===== src/rtl/silife_gen_ctrl.sv =====
// silife_gen_ctrl: Wishbone control/status block that paces SiLife grid generations.
// Produces masked per-grid generation pulses from a period timer, single-step
// requests or a bounded N-generation run, and keeps a running generation count.
module silife_gen_ctrl #(
  parameter int                      GRIDS          = 4,
  parameter int                      PERIOD_WIDTH   = 24,
  parameter int                      CNT_WIDTH      = 32,
  parameter logic [PERIOD_WIDTH-1:0] DEFAULT_PERIOD = '0,
  parameter logic [11:0]             BLOCK_SEL      = 12'h000
) (
  input  logic             clk,
  input  logic             reset,
  input  logic             i_wb_cyc,
  input  logic             i_wb_stb,
  input  logic             i_wb_we,
  input  logic [31:0]      i_wb_addr,
  input  logic [31:0]      i_wb_data,
  output logic             o_wb_ack,
  output logic [31:0]      o_wb_data,
  output logic [GRIDS-1:0] o_gen,
  output logic             o_wrap,
  output logic             o_max7219_enable,
  output logic             o_irq
);

  localparam logic [11:0] OFS_CTRL   = 12'h000;
  localparam logic [11:0] OFS_PERIOD = 12'h004;
  localparam logic [11:0] OFS_STEPS  = 12'h008;
  localparam logic [11:0] OFS_GEN    = 12'h00C;
  localparam logic [11:0] OFS_STATUS = 12'h010;

  logic                    run;
  logic                    step_pend;
  logic                    irq_en;
  logic                    done;
  logic [GRIDS-1:0]        grid_mask;
  logic [PERIOD_WIDTH-1:0] period;
  logic [PERIOD_WIDTH-1:0] cnt;
  logic [CNT_WIDTH-1:0]    steps;
  logic [CNT_WIDTH-1:0]    generation;

  logic        wb_req;
  logic        wr_en;
  logic [11:0] offset;
  logic [31:0] rd_data;
  logic        timer_tick;
  logic        tick;
  logic        final_tick;
  logic        unused_addr;

  // The ack term blocks a held strobe from being taken twice.
  assign wb_req = i_wb_cyc & i_wb_stb & (i_wb_addr[23:12] == BLOCK_SEL) & ~o_wb_ack;
  assign wr_en  = wb_req & i_wb_we;
  assign offset = i_wb_addr[11:0];
  assign unused_addr = ^i_wb_addr[31:24];

  // Step ticks never touch STEPS; only timer ticks count down a bounded run.
  assign timer_tick = run & (cnt >= period);
  assign tick       = timer_tick | step_pend;
  assign final_tick = timer_tick & (steps == CNT_WIDTH'(1));

  // Read mux; unmapped offsets and the step bit read as zero.
  always_comb begin
    rd_data = '0;
    case (offset)
      OFS_CTRL: begin
        rd_data[0]          = run;
        rd_data[2]          = o_max7219_enable;
        rd_data[3]          = o_wrap;
        rd_data[4]          = irq_en;
        rd_data[8 +: GRIDS] = grid_mask;
      end
      OFS_PERIOD: rd_data[PERIOD_WIDTH-1:0] = period;
      OFS_STEPS:  rd_data[CNT_WIDTH-1:0]    = steps;
      OFS_GEN:    rd_data[CNT_WIDTH-1:0]    = generation;
      OFS_STATUS: begin
        rd_data[0] = run;
        rd_data[1] = done;
      end
      default: rd_data = '0;
    endcase
  end

  // Wishbone acknowledge and registered read data, one cycle after the request.
  always_ff @(posedge clk) begin
    if (reset) begin
      o_wb_ack  <= 1'b0;
      o_wb_data <= '0;
    end else begin
      o_wb_ack <= wb_req;
      if (wb_req) o_wb_data <= rd_data;
    end
  end

  // CTRL register; a CTRL write overrides the run clear from the final bounded tick.
  always_ff @(posedge clk) begin
    if (reset) begin
      run              <= 1'b0;
      step_pend        <= 1'b0;
      o_max7219_enable <= 1'b0;
      o_wrap           <= 1'b0;
      irq_en           <= 1'b0;
      grid_mask        <= '1;
    end else begin
      step_pend <= 1'b0;
      if (final_tick) run <= 1'b0;
      if (wr_en && offset == OFS_CTRL) begin
        run              <= i_wb_data[0];
        o_max7219_enable <= i_wb_data[2];
        o_wrap           <= i_wb_data[3];
        irq_en           <= i_wb_data[4];
        grid_mask        <= i_wb_data[8 +: GRIDS];
        if (i_wb_data[1] && !run) step_pend <= 1'b1;
      end
    end
  end

  // PERIOD register.
  always_ff @(posedge clk) begin
    if (reset) begin
      period <= DEFAULT_PERIOD;
    end else if (wr_en && offset == OFS_PERIOD) begin
      period <= i_wb_data[PERIOD_WIDTH-1:0];
    end
  end

  // Period timer: held at zero while stopped, wraps to zero on each tick.
  always_ff @(posedge clk) begin
    if (reset || !run || timer_tick) begin
      cnt <= '0;
    end else begin
      cnt <= cnt + 1'b1;
    end
  end

  // STEPS countdown; a bus write takes priority over the decrement.
  always_ff @(posedge clk) begin
    if (reset) begin
      steps <= '0;
    end else if (wr_en && offset == OFS_STEPS) begin
      steps <= i_wb_data[CNT_WIDTH-1:0];
    end else if (timer_tick && steps != '0) begin
      steps <= steps - 1'b1;
    end
  end

  // Generation counter; a bus write in the same cycle as a tick drops that increment.
  always_ff @(posedge clk) begin
    if (reset) begin
      generation <= '0;
    end else if (wr_en && offset == OFS_GEN) begin
      generation <= i_wb_data[CNT_WIDTH-1:0];
    end else if (tick) begin
      generation <= generation + 1'b1;
    end
  end

  // Sticky done flag; setting beats a simultaneous write-1 clear.
  always_ff @(posedge clk) begin
    if (reset) begin
      done <= 1'b0;
    end else if (final_tick) begin
      done <= 1'b1;
    end else if (wr_en && offset == OFS_STATUS && i_wb_data[1]) begin
      done <= 1'b0;
    end
  end

  // Registered generation pulses and interrupt level.
  always_ff @(posedge clk) begin
    if (reset) begin
      o_gen <= '0;
      o_irq <= 1'b0;
    end else begin
      o_gen <= tick ? grid_mask : '0;
      o_irq <= done & irq_en;
    end
  end

endmodule


===== config.mk =====
export PLATFORM = sky130hd
export DESIGN_NAME = silife_gen_ctrl
export DESIGN_NICKNAME = d
export VERILOG_FILES = /design/src/rtl/silife_gen_ctrl.sv
export SDC_FILE = /design/constraint.sdc
export NUM_CORES = 1
export LEC_CHECK = 0
export ABC_AREA = 1
export CORE_MARGIN = 2
export CORE_UTILIZATION = 55
export DETAILED_ROUTE_END_ITERATION = 10
export PLACE_DENSITY = 0.78
export SLEW_MARGIN = 20
export SYNTH_ARGS = -nofsm -noshare
export SYNTH_HDL_FRONTEND = slang
export SYNTH_SLANG_ARGS = --single-unit
export TNS_END_PERCENT = 30

===== constraint.sdc =====
create_clock -name clk -period 2.5 [get_ports clk]
set_input_delay 0.75 -clock clk [delete_from_list [all_inputs] [get_ports clk]]
set_output_delay 0.75 -clock clk [all_outputs]
set_load 0.02 [all_outputs]

== Word-level counts from Yosys, hierarchy flattened ==
Cells that the tools add are included.
W data, S select, Z words.

* Output and inout port bits: 40
* Register bits: 160
* Bits of input ports: 69

* $lt $le $gt $ge: 1
* Reductions and logical operators: 21
* Muxes and demuxes: 16
* Bitwise logic cells: 11
* Eq/ne operators: 5
* Add/subtract/negate cells: 3

{| class="wikitable"
|+ Operators with widths
! cell !! number
|-
| $mux W32 || 4
|-
| $pmux W12 S3 || 1
|-
| $add A32 B1 Y32 const B || 1
|-
| $eq A32 B1 Y1 const B || 1
|-
| $reduce_bool A32 Y1 || 1
|-
| $sub A32 B1 Y32 const B || 1
|-
| $add A24 B1 Y24 const B || 1
|-
| $eq A12 B4 Y1 const B || 2
|-
| $ge A24 B24 Y1 || 1
|-
| $logic_not A12 Y1 || 2
|-
| $pmux W4 S4 || 1
|-
| $pmux W8 S2 || 1
|-
| $eq A12 B3 Y1 const B || 1
|-
| $eq A12 B5 Y1 const B || 1
|-
| $pmux W3 S4 || 1
|-
| $pmux W3 S3 || 1
|-
| $logic_and A1 B1 Y1 || 8
|-
| $pmux W1 S4 || 2
|-
| $reduce_bool A2 Y1 || 4
|-
| $and A1 B1 Y1 || 7
|-
| $reduce_or A2 Y1 || 3
|-
| $mux W1 || 5
|-
| $not A1 Y1 || 3
|-
| $logic_or A1 B1 Y1 || 2
|-
| 2 further kinds || 2
|}

== Logic depth before layout (Yosys ltp) ==
* Word-level depth: 8
* Mapped depth: 16
* Mapped depth without buffers: 16

== Least setup slack after synthesis ==
Ideal clock, no wire load.

* Kind: input to register
* Start: input i_wb_addr[1]
* End: register generation[20]
* Data required time: 2368 ps
* Stages: 10
* Path slack: 423 ps
* Buffers on the path: 2
* Data arrival time: 1944 ps
* Cells stage by stage: nor2_1 -> inv_1 -> nor2_1 -> nand3_1 -> inv_2 -> nand2_1 -> buf_2 -> buf_2 -> nand4_1 -> a21oi_1

* Word-level cells in the longest chain between the ends: 3
* Elaborated cells on any way between the ends: 4
* Those cells by class: eq/ne (1); mux (1); reduce/logical (2)

{| class="wikitable"
|+ Ends and longest elaborated chain
! element !! RTL line !! text
|-
| start, declared || 16 || <nowiki>input logic [31:0] i_wb_addr,</nowiki>
|-
| $eq A12 B4 Y1 (*) || 151 || <nowiki>end else if (wr_en && offset == OFS_GEN) begin</nowiki>
|-
| $logic_and A1 B1 Y1 (*) || 151 ||
|-
| $mux W32 or $reduce_bool A2 Y1 (tied branches) || - ||
|-
| end signal, assigned || 152 || <nowiki>generation <= i_wb_data[CNT_WIDTH-1:0];</nowiki>
|-
| end signal, assigned || 154 || <nowiki>generation <= generation + 1'b1;</nowiki>
|-
| end, declared || 40 || <nowiki>logic [CNT_WIDTH-1:0] generation;</nowiki>
|}

Every way passes the cells marked *; elsewhere a longest branch is shown, timed or not.
A chain may end at the register's enable or synchronous reset.

== Worst setup path in the final report ==
* Start: register period[23]
* End: register generation[14]

* Word-level cells in the longest chain between the ends: 4

{| class="wikitable"
|+ Ends and longest elaborated chain
! element !! RTL line !! text
|-
| start, declared || 37 || <nowiki>logic [PERIOD_WIDTH-1:0] period;</nowiki>
|-
| start signal, assigned || 123 || <nowiki>period <= i_wb_data[PERIOD_WIDTH-1:0];</nowiki>
|-
| $ge A24 B24 Y1 || 58 || <nowiki>assign timer_tick = run & (cnt >= period);</nowiki>
|-
| $and A1 B1 Y1 || 58 ||
|-
| $or A1 B1 Y1 || 59 || <nowiki>assign tick = timer_tick | step_pend;</nowiki>
|-
| $reduce_bool A2 Y1 (no line) || - ||
|}

No other way between the ends.

==> metrics.md <==
| Metric | Value |
|---|---|
| Post-Synthesis Cells | 1606 |
| Initial antenna violation count | 0 |
| Hold Path Class | flop to flop |
| Routed vias/inst | between 5 and 6 |
| DP Wirelength | roughly 25000 µm |
| Post-DP Area | 11800 µm² |
| Largest family of logic cells by synthesized area | simple AND/OR/NAND/NOR gates |
| Max-slew headroom | 0.532 |
| Post-route cell area | ~12000 µm² |
| Num CTS Buffers | 17 |
| DR WL met3 | 2870 µm |
| First-iteration detailed-routing DRC count | between 1k and 1.5k |
| Syn nets | ~1.7k |
| Largest net degree at the start of global routing | 48 |
| Layout area overhead | 22.9% |
| Reg power frac | 0.477 |
| Power, Total | between 5 and 6 mW |
| Tcrit/Tclk final | 0.941 |
| Int Power | just over 4 mW |
| CP arrival | 2.72 ns |
| Reg clk slew, reported paths | around 0.07 ns |
| Share of cells above drive strength 1 | 0.0814 |
| Global route overflow | 0 |
| Final min period | approximately 2.4 ns |
| Post-Syn Area | 10100 µm² |
| P per Cell Area | between 400 and 500 nW/µm² |
| DR pass1 iterations | 6 |
| Worst hold slack | about 0.47 ns |
| Ports | 109 |
| Chip width | between 100 and 150 µm |
| CP max FO | 24 |
| Synth Area in XOR/XNOR | 0.0338 |
| Critical Path Slowest Stage Cell | dfxtp_1 |
| Startpoint types | flop |
| Gpl congestion | between 0.9 and 1 |
| Synth Register Bits | 160 |
| Clk Latency, worst-skew pair | 0.45 ns |
| Leak Pwr | roughly 5.0 nW |
| Critical path required time | 2.87 ns |
| Library cells used by synthesis | 39 |
| Post-route ant nets | 0 |
| Final Hold Viols | 0 |
| Max-slew violation count | 0 |
| CP cell instances | inv_1, ha_1, nand2_1, nor2_1, nand2_1, nor2_2, nand2_1, nor2_1, nand2_1, nand2_2, nand2_2, nand3_2, buf_12, nand2_1, a21oi_1 |
| Port bufs | 100 |
| WL met1 | about 14000 µm |
| Crit Path Category | flop to flop |
| Die ar. | just under 20000 µm² |
| Clk root buf | clkbuf_16 |
| Setup TNS | 0 ns |
| Maximum clock rate | roughly 430 MHz |
| # setup viols final | 0 |
| RSZ-0062 raised after global routing | false |
| Post-synth EDFFs | 0 |
| Slowest Stage Delay on Critical Path | around 0.34 ns |
| Most frequent cells in the layout | 371 x nand2_1, 211 x nor2_1, 190 x inv_1 |
| Status | finished clean |
| Met2 wire length | 14400 µm |
| Syn. warnings | 0 |
| Total core area | between 15000 and 20000 µm² |
| # rows | between 40 and 50 |
| Vias | between 10k and 15k |
| Max Used Layer | met4 |
| Switching Fraction | 0.243 |
| Drt total wl | between 30000 and 40000 µm |
| Multiplexer area fraction after synthesis | 0 |
| Compound-gate portion of the synthesized area | 0.129 |
| Synth Area in Simple Gates | 0.376 |
| Max Cap Viol | 0 |
| Register area share after synthesis | 0.317 |
| Combinational power share | 0.042 |
| H-tree depth | 4 |
| Critical path's most frequent cell | nand2_1 |
| CTS tree | done |
| Commonest non-fill, non-tap cell in the layout | nand2_1 |
| Clk pwr share | 0.480 |
| Die Height | around 140 µm |
| Main synth FF type | dfxtp_1 |
| Adder-cell area share of the yosys netlist | 0.0360 |
| Synth async-reset ratio | 0 |
| All-Layer GR Usage | 0.338 |
| Worst Setup End Kind | flop |
| Average size of a mapped cell | 6.28 µm² |
| Starting Density | 0.562 |
| Worst VDD drop | slightly above 500 µV |
| First-pass GRT wire length | approximately 53000 µm |
| CTS Buffer Depth | 2 |
| Final net count | about 1.8k |
| Least-Margin Pin Slew | about 0.70 ns |
| Clock Skews | 0.00967 ns |
| DRC Markers | 0 |
| Vias in the first global route | between 10k and 15k |
| Antenna cell count | 0 |
| Clk sinks | 160 |
| WL per Instance | 16.8 µm |
| Final core occ | 0.690 |
| Switch Pwr | 1.30 mW |
## path summary, 6_finish.rpt
| kind | startpoint | end | slack, ns | depth (start not counted) |
|---|---|---|---|---|
| max | period[23] | generation[14] | 0.15 | 15 |
| max reg2reg | period[23] | generation[14] | 0.15 | 15 |
| min reg2reg | done | o_irq | 0.47 | 2 |
| min | done | o_irq | 0.47 | 2 |
## state kept, by name, summed over array words and instances (netlist names), 4 cells and up
signal / flops
grid_mask: 4
o_wb_data: 32
steps: 32
period: 24
cnt: 24
generation: 32
o_gen: 4
## critical path: cells and delay by family, from the launching register on
kind                     cells  cell delay [ns]
buffers and inverters        2             0.28
AND/OR/NAND/NOR             11             1.20
AO/OA/AOI/OAI                1             0.12
flip-flops                   1             0.34
adder cells (fa/ha/maj)      1             0.31
## repair_timing
action,in CTS,in global routing
gates resized for setup,0,2
buffers inserted,0,0
endpoints found under the setup margin,0,8
hold buffers,0,0
## power groups by stage
stage,Clock [mW],Combinational (mW),Sequential [mW]
2_1_floorplan,0,0.0595,2.61
3_3_place_gp,0,0.220,2.61
3_5_place_dp,0,0.219,2.61
4_1_cts,2.56,0.221,2.55
5_1_grt,2.68,0.236,2.55
6_report,2.56,0.227,2.55
## metrics by stage
stage	instances	worst slack, ns
finish	1974	0.148
global route	1974	0.0104
CTS	1974	0.177
detailed placement	1942	-0.188
global placement	1942	-0.145
floorplan	1606	0.423
## area by class of cell
| type | count | area (µm²) |
|---|---|---|
| Multi-Input combinational cell | 1179 | 5800 |
| Fill cell | 1579 | 5570 |
| Sequential cell | 160 | 3200 |
| Timing Repair Buffer | 178 | 1800 |
| Inverter | 196 | 736 |
| Clock buffer | 19 | 433 |
| Tap cell | 229 | 287 |
| Clock inverter | 13 | 131 |
## routing by layer
metal	track usage	up-vias
met5	0	-
met2	0.526	579
met1	0.455	5047
li1	-	5512
met3	0.0609	106
met4	0.162	0
## cells by family (layout without fill, tap and decap cells)
kind of cell | count (synthesis) | in the layout
xor gates and xnor gates | 39 | 39
and+or+nand+nor | 875 | 875
buffers and inverters | 267 | 406
adders and majority gates | 29 | 29
DFF | 160 | 160
AOI/OAI and AO/OA | 236 | 236
## cell usage after synthesis, types with 2 or more instances
master | count | area [µm²]
clkbuf_1 | 31 | 116
o21ai_0 | 75 | 375
buf_1 | 4 | 15.0
nand4_1 | 52 | 325
dfxtp_1 | 160 | 3200
clkinv_1 | 2 | 7.51
nand3_2 | 4 | 40.0
a211oi_1 | 9 | 67.6
inv_2 | 4 | 15.0
or2_2 | 4 | 25.0
nand2_1 | 371 | 1390
nand2_2 | 7 | 43.8
inv_1 | 190 | 713
buf_6 | 5 | 56.3
and2_1 | 2 | 12.5
buf_2 | 26 | 130
xnor2_1 | 7 | 61.3
nor3b_1 | 4 | 30.0
a21oi_1 | 107 | 536
nand3_1 | 140 | 701
nor2_1 | 212 | 796
buf_4 | 5 | 37.5
nor3_1 | 60 | 300
o211ai_1 | 11 | 82.6
ha_1 | 29 | 363
xor2_1 | 32 | 280
o221ai_1 | 8 | 70.1
nor2_2 | 11 | 68.8
o22ai_1 | 22 | 138
nor4_1 | 3 | 18.8
Power figures use the tool's default switching activity.
